$ cat config.mk
export PLATFORM = sky130hd
export DESIGN_NAME = sm4_stream_feeder
export DESIGN_NICKNAME = d
export VERILOG_FILES = /design/src/rtl/sm4_pkg.sv /design/src/rtl/sm4_word_packer.sv /design/src/rtl/sm4_stream_feeder.sv
export SDC_FILE = /design/constraint.sdc
export NUM_CORES = 1
export LEC_CHECK = 0
export CORE_MARGIN = 2
export CORE_UTILIZATION = 30
export CTS_BUF_LIST = sky130_fd_sc_hd__clkbuf_4 sky130_fd_sc_hd__clkbuf_8 sky130_fd_sc_hd__clkbuf_16
export DETAILED_ROUTE_END_ITERATION = 7
export DONT_BUFFER_PORTS = 1
export GPL_ROUTABILITY_DRIVEN = 0
export PLACE_DENSITY = 0.44
export SLEW_MARGIN = 5
export SYNTH_ARGS = -nofsm -noshare
export SYNTH_HDL_FRONTEND = slang
export SYNTH_HIERARCHICAL = 1
export SYNTH_SLANG_ARGS = --single-unit
$ cat constraint.sdc
create_clock -name clk -period 4.18 [get_ports clk]
set_input_delay 0.836 -clock clk [delete_from_list [all_inputs] [get_ports clk]]
set_output_delay 0.836 -clock clk [all_outputs]
set_load 0.005 [all_outputs]
$ cat src/rtl/sm4_pkg.sv
// Shared definitions for the SM4 stream feeder: widths, lane ordering and
// the feeder control states.
package sm4_pkg;

    localparam int WORD_W          = 32;
    localparam int BLOCK_W         = 128;
    localparam int WORDS_PER_BLOCK = BLOCK_W / WORD_W;
    localparam int HOLD_W          = BLOCK_W - WORD_W;

    // The first word of a group lands in the most significant lane.
    localparam bit FIRST_WORD_MSB  = 1'b1;

    typedef enum logic [1:0] {
        S_KEY     = 2'd0,
        S_KEY_EXP = 2'd1,
        S_RUN     = 2'd2
    } state_t;

endpackage

$ cat src/rtl/sm4_word_packer.sv
// Collects 32-bit words into a 128-bit value; the fourth word is taken
// straight from the input so the full block is ready on the 4th accept.
module sm4_word_packer
    import sm4_pkg::*;
#(
    parameter bit MSW_FIRST = FIRST_WORD_MSB
) (
    input  logic               clk,
    input  logic               reset,
    input  logic               accept,
    input  logic [WORD_W-1:0]  word,
    output logic [1:0]         word_cnt,
    output logic               last_word,
    output logic [BLOCK_W-1:0] packed_block
);

    logic [1:0]         word_cnt_reg;
    logic [HOLD_W-1:0]  hold_reg;
    logic [BLOCK_W-1:0] chain;

    always_ff @(posedge clk) begin
        if (reset) begin
            word_cnt_reg <= '0;
            hold_reg     <= '0;
        end else if (accept) begin
            word_cnt_reg <= word_cnt_reg + 2'd1;
            hold_reg     <= {hold_reg[HOLD_W-WORD_W-1:0], word};
        end
    end

    // chain holds the oldest word in its top lane and the live word in lane 0.
    assign chain = {hold_reg, word};

    genvar gi;
    generate
        for (gi = 0; gi < WORDS_PER_BLOCK; gi++) begin : g_lane
            localparam int SRC = MSW_FIRST ? gi : (WORDS_PER_BLOCK - 1 - gi);
            assign packed_block[gi*WORD_W +: WORD_W] = chain[SRC*WORD_W +: WORD_W];
        end
    endgenerate

    assign word_cnt  = word_cnt_reg;
    assign last_word = (word_cnt_reg == 2'd3);

endmodule

$ cat src/rtl/sm4_stream_feeder.sv
// Front end of the SM4 core: packs the word stream into key and data blocks,
// sequences key expansion and limits the number of blocks in flight.
module sm4_stream_feeder
    import sm4_pkg::*;
#(
    parameter int MAX_OUTSTANDING = 4,
    parameter int CNT_W           = 3
) (
    input  logic               clk,
    input  logic               reset,
    input  logic               cfg_encdec_in,
    input  logic               s_valid_in,
    input  logic               s_is_key_in,
    input  logic [WORD_W-1:0]  s_data_in,
    output logic               s_ready_out,
    output logic               sm4_enable_out,
    output logic               enable_key_exp_out,
    output logic               user_key_valid_out,
    output logic [BLOCK_W-1:0] user_key_out,
    input  logic               key_exp_ready_in,
    output logic               valid_out,
    output logic               encdec_enable_out,
    output logic [BLOCK_W-1:0] data_out,
    input  logic               ready_in,
    output logic [CNT_W-1:0]   outstanding_out,
    output logic               err_out
);

    state_t state_reg, state_next;

    logic [1:0]         word_cnt;
    logic               last_word;
    logic [BLOCK_W-1:0] packed_block;

    logic               word_accept;
    logic               key_done;
    logic               blk_done;
    logic               kexp_done;
    logic               drained;
    logic               credit_full;
    logic [CNT_W:0]     in_flight;

    logic               sm4_enable_reg;
    logic               enable_key_exp_reg;
    logic               user_key_valid_reg;
    logic [BLOCK_W-1:0] user_key_reg;
    logic               valid_reg;
    logic               encdec_reg;
    logic [BLOCK_W-1:0] data_reg;
    logic [CNT_W-1:0]   outstanding_reg;
    logic               err_reg;

    sm4_word_packer u_packer (
        .clk          (clk),
        .reset        (reset),
        .accept       (word_accept),
        .word         (s_data_in),
        .word_cnt     (word_cnt),
        .last_word    (last_word),
        .packed_block (packed_block)
    );

    // A block strobed this cycle still occupies a credit until the counter sees it.
    assign in_flight   = {1'b0, outstanding_reg} + {{CNT_W{1'b0}}, valid_reg};
    assign credit_full = (in_flight >= (CNT_W+1)'(MAX_OUTSTANDING));
    assign drained     = (word_cnt == 2'd0) && (outstanding_reg == '0) && !valid_reg && !ready_in;

    always_ff @(posedge clk) begin
        if (reset) begin
            state_reg <= S_KEY;
        end else begin
            state_reg <= state_next;
        end
    end

    always_comb begin
        state_next = state_reg;
        case (state_reg)
            S_KEY:     if (key_done) state_next = S_KEY_EXP;
            S_KEY_EXP: if (kexp_done) state_next = S_RUN;
            S_RUN:     if (word_accept && s_is_key_in) state_next = S_KEY;
            default:   state_next = S_KEY;
        endcase
    end

    always_comb begin
        s_ready_out = 1'b0;
        case (state_reg)
            S_KEY:     s_ready_out = s_valid_in && s_is_key_in;
            S_KEY_EXP: s_ready_out = 1'b0;
            S_RUN:     s_ready_out = s_is_key_in ? drained : !(last_word && credit_full);
            default:   s_ready_out = 1'b0;
        endcase
    end

    assign word_accept = s_valid_in && s_ready_out;
    assign key_done    = word_accept && last_word && (state_reg == S_KEY);
    assign blk_done    = word_accept && last_word && (state_reg == S_RUN);
    // The strobe cycle itself never ends expansion, even if the core is already ready.
    assign kexp_done   = (state_reg == S_KEY_EXP) && !user_key_valid_reg && key_exp_ready_in;

    always_ff @(posedge clk) begin
        if (reset) begin
            sm4_enable_reg     <= 1'b0;
            enable_key_exp_reg <= 1'b0;
            user_key_valid_reg <= 1'b0;
            user_key_reg       <= '0;
            valid_reg          <= 1'b0;
            encdec_reg         <= 1'b0;
            data_reg           <= '0;
            outstanding_reg    <= '0;
            err_reg            <= 1'b0;
        end else begin
            user_key_valid_reg <= key_done;
            valid_reg          <= blk_done;

            if (key_done) begin
                user_key_reg       <= packed_block;
                enable_key_exp_reg <= 1'b1;
                sm4_enable_reg     <= 1'b1;
            end else if (kexp_done) begin
                enable_key_exp_reg <= 1'b0;
            end

            if (blk_done) begin
                data_reg   <= packed_block;
                encdec_reg <= cfg_encdec_in;
            end

            if (valid_reg && !ready_in) begin
                outstanding_reg <= outstanding_reg + CNT_W'(1);
            end else if (!valid_reg && ready_in) begin
                if (outstanding_reg != '0) begin
                    outstanding_reg <= outstanding_reg - CNT_W'(1);
                end else begin
                    err_reg <= 1'b1;
                end
            end
        end
    end

    assign sm4_enable_out     = sm4_enable_reg;
    assign enable_key_exp_out = enable_key_exp_reg;
    assign user_key_valid_out = user_key_valid_reg;
    assign user_key_out       = user_key_reg;
    assign valid_out          = valid_reg;
    assign encdec_enable_out  = encdec_reg;
    assign data_out           = data_reg;
    assign outstanding_out    = outstanding_reg;
    assign err_out            = err_reg;

endmodule
Word-level counts from Yosys, hierarchy flattened --
Index checks and enable logic that the tools add are counted.
Operators by class: add/sub/neg operators 4, multiply operators 0, div/mod/pow operators 0, magnitude comparators 1, eq/ne operators 6, shifts and indexed selects 0, mux-type cells 11, bitwise logic cells 2, reduce and logical (&&, ||, !) cells 28
Operators by type and width (count):
- $logic_and 1x1->1 | 14
- $mux 3 | 3
- $mux 2 | 3
- $ne 2x2->1 const B | 3
- $pmux 2 s3 | 1
- $reduce_and 3->1 | 2
- $reduce_bool 2->1 | 3
- $add 3x1->4 | 1
- $eq 2x2->1 const B | 2
- $ge 4x3->1 const B | 1
- $logic_not 1->1 | 4
- $logic_not 2->1 | 2
- $add 3x1->3 const B | 1
- $logic_not 3->1 | 1
- $mux 1 | 3
- $reduce_bool 3->1 | 1
- $sub 3x1->3 const B | 1
- $add 2x1->2 const B | 1
- $eq 2x1->1 const B | 1
- $not 1->1 | 2
- $pmux 1 s2 | 1
- $reduce_and 2->1 | 1
Word-level totals: flip-flop bits (word level) 365, bits in latches 0, bits in writable memories 0, ROM bits 0, bits of input ports 39, output and inout bits 266, logic and storage cells 64, memories kept 0

Longest topological paths before layout --
depth in word-level cells 11, gate-level depth with buffers 9, depth with buffers taken out 7

Modules after synthesis --
The synthesis kept the hierarchy.
Modules (own cells, without submodules):
- sm4_stream_feeder | instances 1, cells an instance 1177, area an instance 10602.7 um^2, seq. area each 5345.1 um^2
- sm4_word_packer | instances 1, cells an instance 349, area an instance 3711.1 um^2, seq. area each 1961.9 um^2

Least setup slack after synthesis --
OpenSTA, ideal clock, no wires.
kind input to register, start point input port ready_in, end point register u_packer.hold_reg[78], library setup time 128 ps, arrival 2407 ps, required time 4052 ps, slack 1646 ps, stages 9, buffers on the path 3, cell sequence nor4_1 -> nand2_1 -> a211oi_1 -> and2_1 -> buf_4 -> buf_6 -> buf_8 -> mux2i_1 -> nor2_1
Between the ends: word-level cells in the longest chain between the ends 5
Ends and longest elaborated chain:
- start: declaration | RTL line sm4_stream_feeder.sv:24 | input logic ready_in,
- $logic_not 1->1 | RTL line sm4_stream_feeder.sv:66 | assign drained = (word_cnt == 2'd0) && (outstanding_reg == '0) && !valid_reg && !ready_in;
- $logic_and 1x1->1 | RTL line sm4_stream_feeder.sv:66
- $mux 1 | RTL line sm4_stream_feeder.sv:91 | S_RUN: s_ready_out = s_is_key_in ? drained : !(last_word && credit_full);
- $pmux 1 s2 | RTL line sm4_stream_feeder.sv:88 | case (state_reg)
- net s_ready_out | RTL line sm4_stream_feeder.sv:15 | output logic s_ready_out,
- $logic_and 1x1->1 | RTL line sm4_stream_feeder.sv:96 | assign word_accept = s_valid_in && s_ready_out;
- net word_accept | RTL line sm4_stream_feeder.sv:35 | logic word_accept;
- end signal: assignment | RTL line sm4_word_packer.sv:27 | hold_reg <= {hold_reg[HOLD_W-WORD_W-1:0], word};
- end: declaration | RTL line sm4_word_packer.sv:18 | logic [HOLD_W-1:0] hold_reg;
The timed path passes the listed nets, and every way through them passes these cells. A chain may end at the register's enable or synchronous reset.

Worst setup path after layout --
start point register outstanding_reg[2] (netlist: outstanding_out[2]), end point output port s_ready_out
Between the ends: word-level cells in the longest chain between the ends 6, elaborated cells on any way between the ends 10, those cells by class add/sub (1); order compare (1); mux (2); reduce/logical (6)
Ends and longest elaborated chain:
- start: declaration | RTL line sm4_stream_feeder.sv:50 | logic [CNT_W-1:0] outstanding_reg;
- start signal: assignment | RTL line sm4_stream_feeder.sv:131 | outstanding_reg <= outstanding_reg + CNT_W'(1);
- start signal: assignment | RTL line sm4_stream_feeder.sv:134 | outstanding_reg <= outstanding_reg - CNT_W'(1);
- $add 3x1->4 / $logic_not 3->1 (equally long branches) | RTL line sm4_stream_feeder.sv:64, sm4_stream_feeder.sv:66
- $ge 4x3->1 / $logic_and 1x1->1 (equally long branches) | RTL line sm4_stream_feeder.sv:65, sm4_stream_feeder.sv:66
- $logic_and 1x1->1, on equally long branches | RTL line sm4_stream_feeder.sv:91, sm4_stream_feeder.sv:66
- $logic_not 1->1 / $logic_and 1x1->1 (equally long branches) | RTL line sm4_stream_feeder.sv:91, sm4_stream_feeder.sv:66
- $mux 1 (*) | RTL line sm4_stream_feeder.sv:91
- $pmux 1 s2 (*) | RTL line sm4_stream_feeder.sv:88
- end: declaration | RTL line sm4_stream_feeder.sv:15
Mark *: on every way between the ends. The rest lies on a longest branch, timed or not.

==> metrics.cfg <==
[global_route]
busiest_layer=met2
grt_remaining_overflow=0
use_met1_pct=18.86
first_global_vias=8976
use_met2_pct=27.45
grt_pass1_wl_um=60470
grt_usage_pct=16.01
antenna_found_initial=0
met3_usage_pct=5.660
grt_start_max_net_pins=496

[timing]
slew_headroom_pct=6.571
slew_viol_final=0
rsz0062_at_grt=no
clock.fmax_ghz=0.3723
finClkSkew_ns=0.02241
period_share_pct=64.27
hold_viol_final=0
hold_slack_ns=0.3512
setup_viol=0
finalSetupTns_ns=0
fin_crit_ns=2.686
tightest_slew_ns=1.401

[logic_synthesis]
yosys_warnings=6
synthAdderAreaFrac_pct=0.4021
synthDistinctLibCells=34
syn_inst=1526
postSynth.asyncResetShare_pct=0
synth_top_family_by_area=simple AND/OR/NAND/NOR gates
synth_most_common_cell=dfxtp_1
synth_edf_count=0
syn-cell-area_mm2=0.01431
yosysSeqAreaShare_pct=51.05
syn_area_per_cell_um2=9.380
synth_nets=1569
synthXorXnorAreaFrac_pct=0.06119
synth_compound_area_share_pct=5.044
synth_common_cells=dfxtp_1, nand2_1, nand2b_1
synth.mux.area_fraction_pct=15.88
yosysTopAreaCellShare_pct=51.05
netlist.top_cell.by_area=dfxtp_1
synth-simple-area-share_pct=21.75
ys_seq_elements=365
synth_ff_type=dfxtp_1
ys_top_cells_by_area=dfxtp_1, mux2i_1, nand2b_1

[clock_tree]
cts_tree=yes
cts_resized=0
cts.clk_slew.worst_paths_ns=0.06
worstSkewPairLatency_ns=0.56
cts_setup_buffers=0
clock-sinks=365
hold_buffers=0
numCtsBuffers=42
clk_path_buf_depth=3
cts_htree_levels=2
root_buffer=clkbuf_16

[min_path]
hold_start=reset
hold_path.class=in2reg
holdPathEnd=user_key_out[26]$_SDFFE_PP0P_
hold_path_depth=1

[drt]
drt_iter0_markers=588
drt_first_pass_iters=5
wl_per_cell_um=19.51
vias=9500
route.detailed.drc=0
drt-total-wl_um=40630
viasPerCell=4.561
ant_nets=0

[cells_and_area]
fill_cells=4921
multi_input_area_mm2=0.006203
area_delta_synth_final_pct=10.67
design_area_mm2=0.01584
n_antenna_cell=0
final_nets=1480
regArea_mm2=0.007307
layout-drive-gt1-share_pct=6.131

[run_status]
status=finished, final reports clean

[floorplanning]
initial_core_util_pct=30.17
coreArea_mm2=0.04745
die_w_um=222.4
die_h_um=222.4
io_pins=305
row_count=80
die_area_mm2=0.04948

[power_and_ir_drop]
power_density_mw_per_mm2=476.2
ir_drop_mv=0.2108
leakage_uw=0.006044

[worst_setup_path]
critPathKind=reg2out
ff2ff_setup_slack_ns=1.66
reg2regPathDepth=7
worst-path-max-fanout=7
r2r-end=u_packer/hold_reg[4]$_SDFFE_PP0P_
arrival_ns=1.85
critPathLaunchType=flip-flop
r2r_start=outstanding_out[2]$_SDFFE_PP0P_
critPathCaptureType=primary output
cp.required_ns=3.34

[place]
dpl-instance-area_mm2=0.01441
io_buffers=0
dp_hpwl_um=25970

[flow_run]
maxCapViolations=0

[per-stage QoR]
stage	worst slack, ns	utilization, %	total power (uW)	instances
2_1_floorplan	1.646	-	3852	1526
6_report	1.494	33.39	7544	2083
3_3_place_gp	1.235	30.36	3816	2008
3_5_place_dp	1.209	30.36	3818	2008
5_1_grt	1.198	33.39	7824	2083
4_1_cts	1.436	33.39	7677	2083
[per-layer routing]
| metal | vias to the layer above | routed length, um |
|---|---|---|
| li1 | 4752 | - |
| met1 | 4469 | 16720 |
| met2 | 219 | 20090 |
| met3 | 60 | 2907 |
| met4 | 0 | 907 |
| met5 | - | 0 |
[worst max-delay path by stage]
stage	from	depth (start not counted)	endpoint	slack, ns
floorplan	ready_in	9	u_packer/hold_reg[78]$_SDFFE_PP0P_	1.65
global placement	ready_in	7	u_packer/hold_reg[2]$_SDFFE_PP0P_	1.24
detailed placement	s_valid_in	7	u_packer/hold_reg[8]$_SDFFE_PP0P_	1.21
CTS	outstanding_out[2]$_SDFFE_PP0P_	3	s_ready_out	1.44
global route	outstanding_out[2]$_SDFFE_PP0P_	3	s_ready_out	1.20
finish	outstanding_out[2]$_SDFFE_PP0P_	3	s_ready_out	1.49
[cell families (layout without fill, tap and decap cells)]
logic type | count (synthesis) | count (layout)
simple gates | 642 | 642
flops | 365 | 365
mux | 227 | 227
buf+inv | 145 | 87
compound gates | 142 | 142
fa+ha+maj | 4 | 4
xor+xnor | 1 | 1
[worst max-delay path, stage by stage, from the launching register on]
cell and delay, ns:
dfxtp_1 0.41, nor3_1 0.34, nand2_1 0.12, a211oi_1 0.43
[final cells by class]
class,count,area share [%]
multi-input cells,1016,39.16
well taps,615,4.857
clock buffers,64,8.183
flip-flops and latches,365,46.13
repair buffers,8,0.6951
clock inverters,11,0.8846
inverters,4,0.09478
[report_power, final]
| part | total (uW) | internal (uW) | switching [uW] |
|---|---|---|---|
| registers | 3550 | 3510 | 49.1 |
| logic | 185 | 110 | 74.5 |
| clock network | 3800 | 2320 | 1480 |
| total | 7540 | 5940 | 1600 |
[layout by cell type (no fill, tap or decap), types with 2 or more instances in the layout]
cell | Yosys | layout
nor4_1 | 2 | 2
clkbuf_4 | 0 | 11
mux2i_1 | 226 | 226
nand2b_1 | 258 | 258
nor3_1 | 2 | 2
nand2_1 | 261 | 261
dfxtp_1 | 365 | 365
clkbuf_8 | 0 | 10
clkinv_2 | 0 | 5
nor2b_1 | 4 | 4
o21ai_0 | 2 | 2
a21oi_1 | 136 | 136
nor2_1 | 106 | 106
inv_1 | 4 | 4
buf_12 | 0 | 4
buf_4 | 42 | 4
bufinv_16 | 0 | 3
clkbuf_16 | 0 | 43
ha_1 | 3 | 3
Power figures use the tool's default switching activity.
